### config.mk
export PLATFORM = sky130hd
export DESIGN_NAME = stream_merge2
export DESIGN_NICKNAME = d
export VERILOG_FILES = /design/src/rtl/merge_pkg.sv /design/src/rtl/mux2.sv /design/src/rtl/stream_merge2.sv
export SDC_FILE = /design/constraint.sdc
export NUM_CORES = 1
export LEC_CHECK = 0
export ABC_AREA = 1
export CORE_AREA = 2 2 39 41
export DETAILED_ROUTE_END_ITERATION = 12
export DIE_AREA = 0 0 41 43
export DONT_BUFFER_PORTS = 1
export PLACE_DENSITY = 0.6
export REMOVE_ABC_BUFFERS = 1
export SYNTH_ARGS = -nofsm -noshare
export SYNTH_HDL_FRONTEND = slang
export SYNTH_SLANG_ARGS = --single-unit
### constraint.sdc
create_clock -name clk -period 1.3 [get_ports clk]
set_input_delay 0.26 -clock clk [delete_from_list [all_inputs] [get_ports clk]]
set_output_delay 0.26 -clock clk [all_outputs]
set_load 0.05 [all_outputs]
### src/rtl/merge_pkg.sv
// Shared types and constants for the two-input stream merger.
// Source ids and the arbitration pointer reset value live here.
package merge_pkg;

    typedef logic src_t;

    localparam src_t SRC_D0 = 1'b0;
    localparam src_t SRC_D1 = 1'b1;

    // Pointer starts at d1 so the first tie after reset goes to d0.
    localparam src_t POINTER_RESET = SRC_D1;

endpackage

### src/rtl/mux2.sv
// Parameterized 2:1 multiplexer.
// Ports: d0/d1 data in, s select (1 picks d1), y data out.
module mux2 #(
    parameter int width = 8
) (
    input  logic [width-1:0] d0,
    input  logic [width-1:0] d1,
    input  logic             s,
    output logic [width-1:0] y
);

    assign y = s ? d1 : d0;

endmodule

### src/rtl/stream_merge2.sv
// Merges two valid/ready streams into one registered output stream.
// Ports: d0/d1 (+valid/ready) in, y/y_valid/y_src out with y_ready.
module stream_merge2
    import merge_pkg::*;
#(
    parameter int width      = 8,
    parameter bit fixed_prio = 1'b0
) (
    input  logic             clk,
    input  logic             reset_n,
    input  logic [width-1:0] d0,
    input  logic             d0_valid,
    output logic             d0_ready,
    input  logic [width-1:0] d1,
    input  logic             d1_valid,
    output logic             d1_ready,
    output logic [width-1:0] y,
    output logic             y_valid,
    input  logic             y_ready,
    output src_t             y_src
);

    src_t             ptr;
    logic             adv;
    logic             grant0;
    logic             grant1;
    logic             xfer;
    logic [width-1:0] mux_y;

    always_comb begin
        adv    = ~y_valid | y_ready;
        // d0 wins a tie in fixed mode, or when d1 was granted last.
        grant0 = d0_valid & (~d1_valid | fixed_prio | (ptr == SRC_D1));
        grant1 = d1_valid & ~grant0;
        // Nothing is accepted while reset is held.
        d0_ready = grant0 & adv & reset_n;
        d1_ready = grant1 & adv & reset_n;
        xfer     = d0_ready | d1_ready;
    end

    mux2 #(
        .width(width)
    ) u_mux (
        .d0(d0),
        .d1(d1),
        .s (grant1),
        .y (mux_y)
    );

    always_ff @(posedge clk or negedge reset_n) begin
        if (!reset_n) begin
            y       <= '0;
            y_valid <= 1'b0;
            y_src   <= SRC_D0;
            ptr     <= POINTER_RESET;
        end else if (xfer) begin
            y       <= mux_y;
            y_valid <= 1'b1;
            y_src   <= src_t'(grant1);
            if (!fixed_prio) begin
                ptr <= src_t'(grant1);
            end
        end else if (y_ready) begin
            y_valid <= 1'b0;
        end
    end

endmodule
After elaboration in Yosys (flattened, before gate mapping)

Cells that the tools add are included.

Mux-type cells: 3
Reduce and logical (&&, ||, !) cells: 1
Bitwise gates (word level): 12

Operators by type and width:

| operator          | count |
|---|---|
| $mux 8            | 1 |
| $and 1x1->1       | 6 |
| $not 1->1         | 3 |
| $or 1x1->1        | 3 |
| $mux 1            | 2 |
| $reduce_bool 2->1 | 1 |

Register bits: 11
Input port bits: 21

Depth between registers and ports, before layout

Depth after elaboration: 9
Mapped depth: 7

Cells and area by module

A second synthesis with hierarchy kept.

Cells, all modules: 82
Area total of the unflattened synthesis: 598.1 µm²

By module, submodules not included:

| module        | area an instance (µm²) | cells an instance | times used |
|---|---|---|---|
| stream_merge2 | 493.0                  | 56                | 1 |
| mux2          | 105.1                  | 26                | 1 |

Worst setup path after synthesis

No wires, ideal clock.

Kind: register to register
Start: reg y_valid
End: reg ptr
Clock period less this slack: 1.773 ns
Setup time: 0.115 ns
Data required time: 1.185 ns
Arrival time: 1.658 ns
Buffers on the path: 0
Cell stages (with the launch flop): 5
Setup slack: -0.473 ns
Cells stage by stage: dfrtp_1 nand2_1 nand2_1 nor2_1 o21ai_0

Cells in the longest elaborated chain, start to end: 5
Elaborated cells on any way between the ends: 7
Classes of those cells: bitwise: 7

RTL lines:

| element                   | RTL line            | source |
|---|---|---|
| start, declared           | stream_merge2.sv:18 | `output logic y_valid,` |
| start signal, assigned    | stream_merge2.sv:53 | `y_valid <= 1'b0;` |
| start signal, assigned    | stream_merge2.sv:58 | `y_valid <= 1'b1;` |
| start signal, assigned    | stream_merge2.sv:64 | `y_valid <= 1'b0;` |
| $not 1->1                 | stream_merge2.sv:31 | `adv = ~y_valid \| y_ready;` |
| $or 1x1->1                | stream_merge2.sv:31 |  |
| $and 1x1->1 (2 in series) | stream_merge2.sv:36 | `d0_ready = grant0 & adv & reset_n;` |
| named net d0_ready        | stream_merge2.sv:13 | `output logic d0_ready,` |
| $or 1x1->1                | stream_merge2.sv:38 | `xfer = d0_ready \| d1_ready;` |
| end signal, assigned      | stream_merge2.sv:61 | `ptr <= src_t'(grant1);` |
| end, declared             | stream_merge2.sv:23 | `src_t ptr;` |

The timed path passes the listed nets, and every way through them passes these cells.
A chain may end at the register's enable or synchronous reset.

Worst setup path after layout

Start: reg ptr
End: out d0_ready

Cells in the longest elaborated chain, start to end: 4

RTL lines:

| element                   | RTL line            | source |
|---|---|---|
| $or 1x1->1                | stream_merge2.sv:33 | `grant0 = d0_valid & (~d1_valid \| fixed_prio \| (ptr == SRC_D1));` |
| $and 1x1->1               | stream_merge2.sv:33 |  |
| $and 1x1->1 (2 in series) | stream_merge2.sv:36 |  |
| end, declared             | stream_merge2.sv:13 |  |

Every way passes these cells.

==> results.py <==
metrics = {
    "status": {
        "status": "finished, violations left",
        "violations": "negative setup slack",
    },
    "pwr": {
        "p_clk_frac": 0.160,
        "power_uw": 1420,
        "p_leak_uw": 0.000450,
        "p_int_uw": 728,
        "power.density_nw_per_um2": 1780,
        "power.share.sequential": 0.562,
        "vdd.ir_drop.worst_v": 0.000995,
        "p_sw_uw": 694,
        "comb_power_share": 0.277,
        "swShare": 0.488,
    },
    "placement": {
        "place.port_buffers": 0,
        "dp.cells": 102,
        "gp_congestion": 0.640,
        "dpl_cell_area_um2": 677,
        "dpl.hpwl_um": 1060,
    },
    "grt": {
        "grt_pass1_vias": 615,
        "grt_overflow": 0,
        "grt_pass1_wl_um": 2340,
        "grt_usage": 0.199,
        "antenna_found_initial": 0,
        "grt_max_degree": 12,
    },
    "die": {
        "num_rows": 14,
        "io_pins": 33,
        "fp.dieW_um": 41,
        "start_util": 0.436,
        "fp.coreArea_um2": 1380,
        "die_h_um": 43,
        "die-area_um2": 1760,
    },
    "yosys": {
        "yosys-top-cells-area": "dfrtp_1 (41%), nand2_1 (29%), nand3_1 (7.5%)",
        "syn_area_um2": 603,
        "yosys_warnings": 0,
        "ys_seq_elements": 11,
        "synth_async_sr_flop_share": 1.00,
        "synth-edff-count": 0,
        "syn_inst": 80,
        "synth_most_common_cell": "nand2_1",
        "synth_top_area_frac": 0.415,
        "ys_types": 14,
        "synth_top_flop_cell": "dfrtp_1",
        "yosysSeqAreaShare": 0.459,
        "yosysTopAreaCell": "dfrtp_1",
        "synth_common_cells": "nand2_1 (46), dfrtp_1 (10), nand3_1 (9), inv_1 (4), a21oi_4 (2)",
        "syn-mean-instance-area_um2": 7.54,
    },
    "critical_path": {
        "path_cells": "inv_2, nand2_2, nand2_2, nor2_4, buf_8",
        "crit_arrival_ns": 1.25,
        "cpMaxStageDelayCell": "dfstp_2",
        "critical_path_required_ns": 1.04,
        "start_kind": "flop",
        "cp_max_fo": 2,
        "cpPeakStageDelay_ns": 0.54,
        "worstRegToRegCells": 8,
        "path_common_cell": "nand2_2",
        "worstSetupEndpointType": "output pin",
        "crit_type": "flop to output pin",
    },
    "sta": {
        "fin_skew_ns": 0.00197,
        "finalSetupViolations": 11,
        "max_freq_mhz": 662,
        "drv_slew": 0,
        "hold_viol_final": 0,
        "relSlewSlack": 0.664,
        "finalCriticalPeriod_ns": 1.51,
        "worst_slack_ns": -0.210,
        "finalCritPeriodShare": 1.16,
        "rsz0062_at_grt": "yes",
        "worst_pin_slew_ns": 0.502,
    },
    "hold_path": {
        "min_path_cells": 4,
        "hold_class": "input pin to flop",
    },
    "cts": {
        "ctsRootBufferMaster": "clkbuf_4",
        "htree_levels": 1,
        "clk_pin_slew_ns": 0.07,
        "clk_latency_ns": 0.27,
        "clockBufferDepth": 2,
        "numCtsBuffers": 3,
        "cts_tree": "built",
        "cts.sinks": 11,
    },
    "run": {
        "cap_violations": 0,
    },
    "cells_and_area": {
        "areaGrowthSynthToFinish_pct": 32.8,
        "final_core_util": 0.579,
        "multi_input_area_um2": 332,
        "final-seq-area_um2": 277,
        "drive_gt1_frac": 0.351,
        "final_area_um2": 801,
        "fin_cells": 113,
        "fillers": 159,
        "nNetsFinal": 119,
        "diodes": 0,
    },
    "drt": {
        "vias_per_cell": 5.08,
        "vias": 574,
        "dr.pass1.iters": 2,
        "first_iter_violations": 3,
        "final_antenna_net_count": 0,
        "route.detailed.drc": 0,
        "drt-total-wl_um": 1430,
        "routedWlPerCell_um": 12.7,
    },
}
[final timing paths]
| kind | start | end | slack, ns |
|---|---|---|---|
| min in group asynchronous | reset_n | y[0] | 0.40 |
| setup / recovery | ptr | d0_ready | -0.21 |
| hold / removal | d0[3] | y[3] | 0.19 |
| max in group asynchronous | reset_n | ptr | 0.55 |
| hold reg to reg | ptr | ptr | 0.51 |
| setup reg to reg | ptr | y[5] | -0.16 |
[per-stage QoR]
step	TNS [ns]	hold WS (ns)	worst slack, ns
global placement	0	-0.0352	0.0540
detailed placement	-0.0195	-0.0352	-0.0195
floorplan	-1.19	-0.0356	-0.473
finish	-1.68	0.191	-0.210
CTS	-1.14	0.183	-0.198
global route	-2.50	0.210	-0.243
[state kept, by name (all words and copies together) (netlist names)]
| register | flops |
|---|---|
| y_src | 1 |
| y | 8 |
| y_valid | 1 |
| ptr | 1 |
[critical path: cells and delay by family, from the launching register on]
kind	cells	cell delay, ns
simple gates	3	0.24
flops	1	0.54
buf+inv	2	0.19
[power groups by stage]
| stage | registers, uW | clock network, uW | logic [uW] |
|---|---|---|---|
| floorplan | 816 | 0 | 207 |
| global placement | 803 | 0 | 323 |
| detailed placement | 803 | 0 | 332 |
| CTS | 799 | 240 | 384 |
| global route | 811 | 257 | 447 |
| finish | 800 | 228 | 395 |
[layout make-up]
| type | count | share of cell area |
|---|---|---|
| repair buffers | 14 | 0.159 |
| multi-input cells | 63 | 0.414 |
| clock buffers | 4 | 0.0328 |
| inverters | 5 | 0.0234 |
| flip-flops and latches | 11 | 0.345 |
| well taps | 16 | 0.0250 |
[logic make-up (layout without fill, tap and decap cells)]
family                 Yosys count  count (layout)  share of synthesized area
AO/OA/AOI/OAI                    5               5                     0.0954
AND/OR/NAND/NOR                 58              58                      0.396
buffers and inverters            6              23                     0.0498
flip-flops                      11              11                      0.459
[repair_timing]
item,in CTS,in global routing
hold buffers,1,0
buffers inserted,5,1
endpoints found under the hold margin,11,0
endpoints found under the setup margin,2,12
pin swaps,8,8
gates resized for setup,10,6
[layer usage]
metal	vias to the layer above	routed length (um)	global-route usage
li1	283	-	-
met3	0	120	0.0995
met1	271	487	0.185
met5	-	0	0
met2	20	825	0.353
met4	0	0	0.0533
[cell usage in the layout, fill, tap and decap left out, types with 2 or more instances in the layout]
cell type / instances
a21oi_4: 2
nand2_2: 6
inv_1: 2
nand2_1: 39
buf_4: 11
nand2_4: 3
nand3_1: 9
dfrtp_1: 10
clkbuf_4: 3
inv_2: 3
Note: power is estimated with default switching activity, not from simulation.
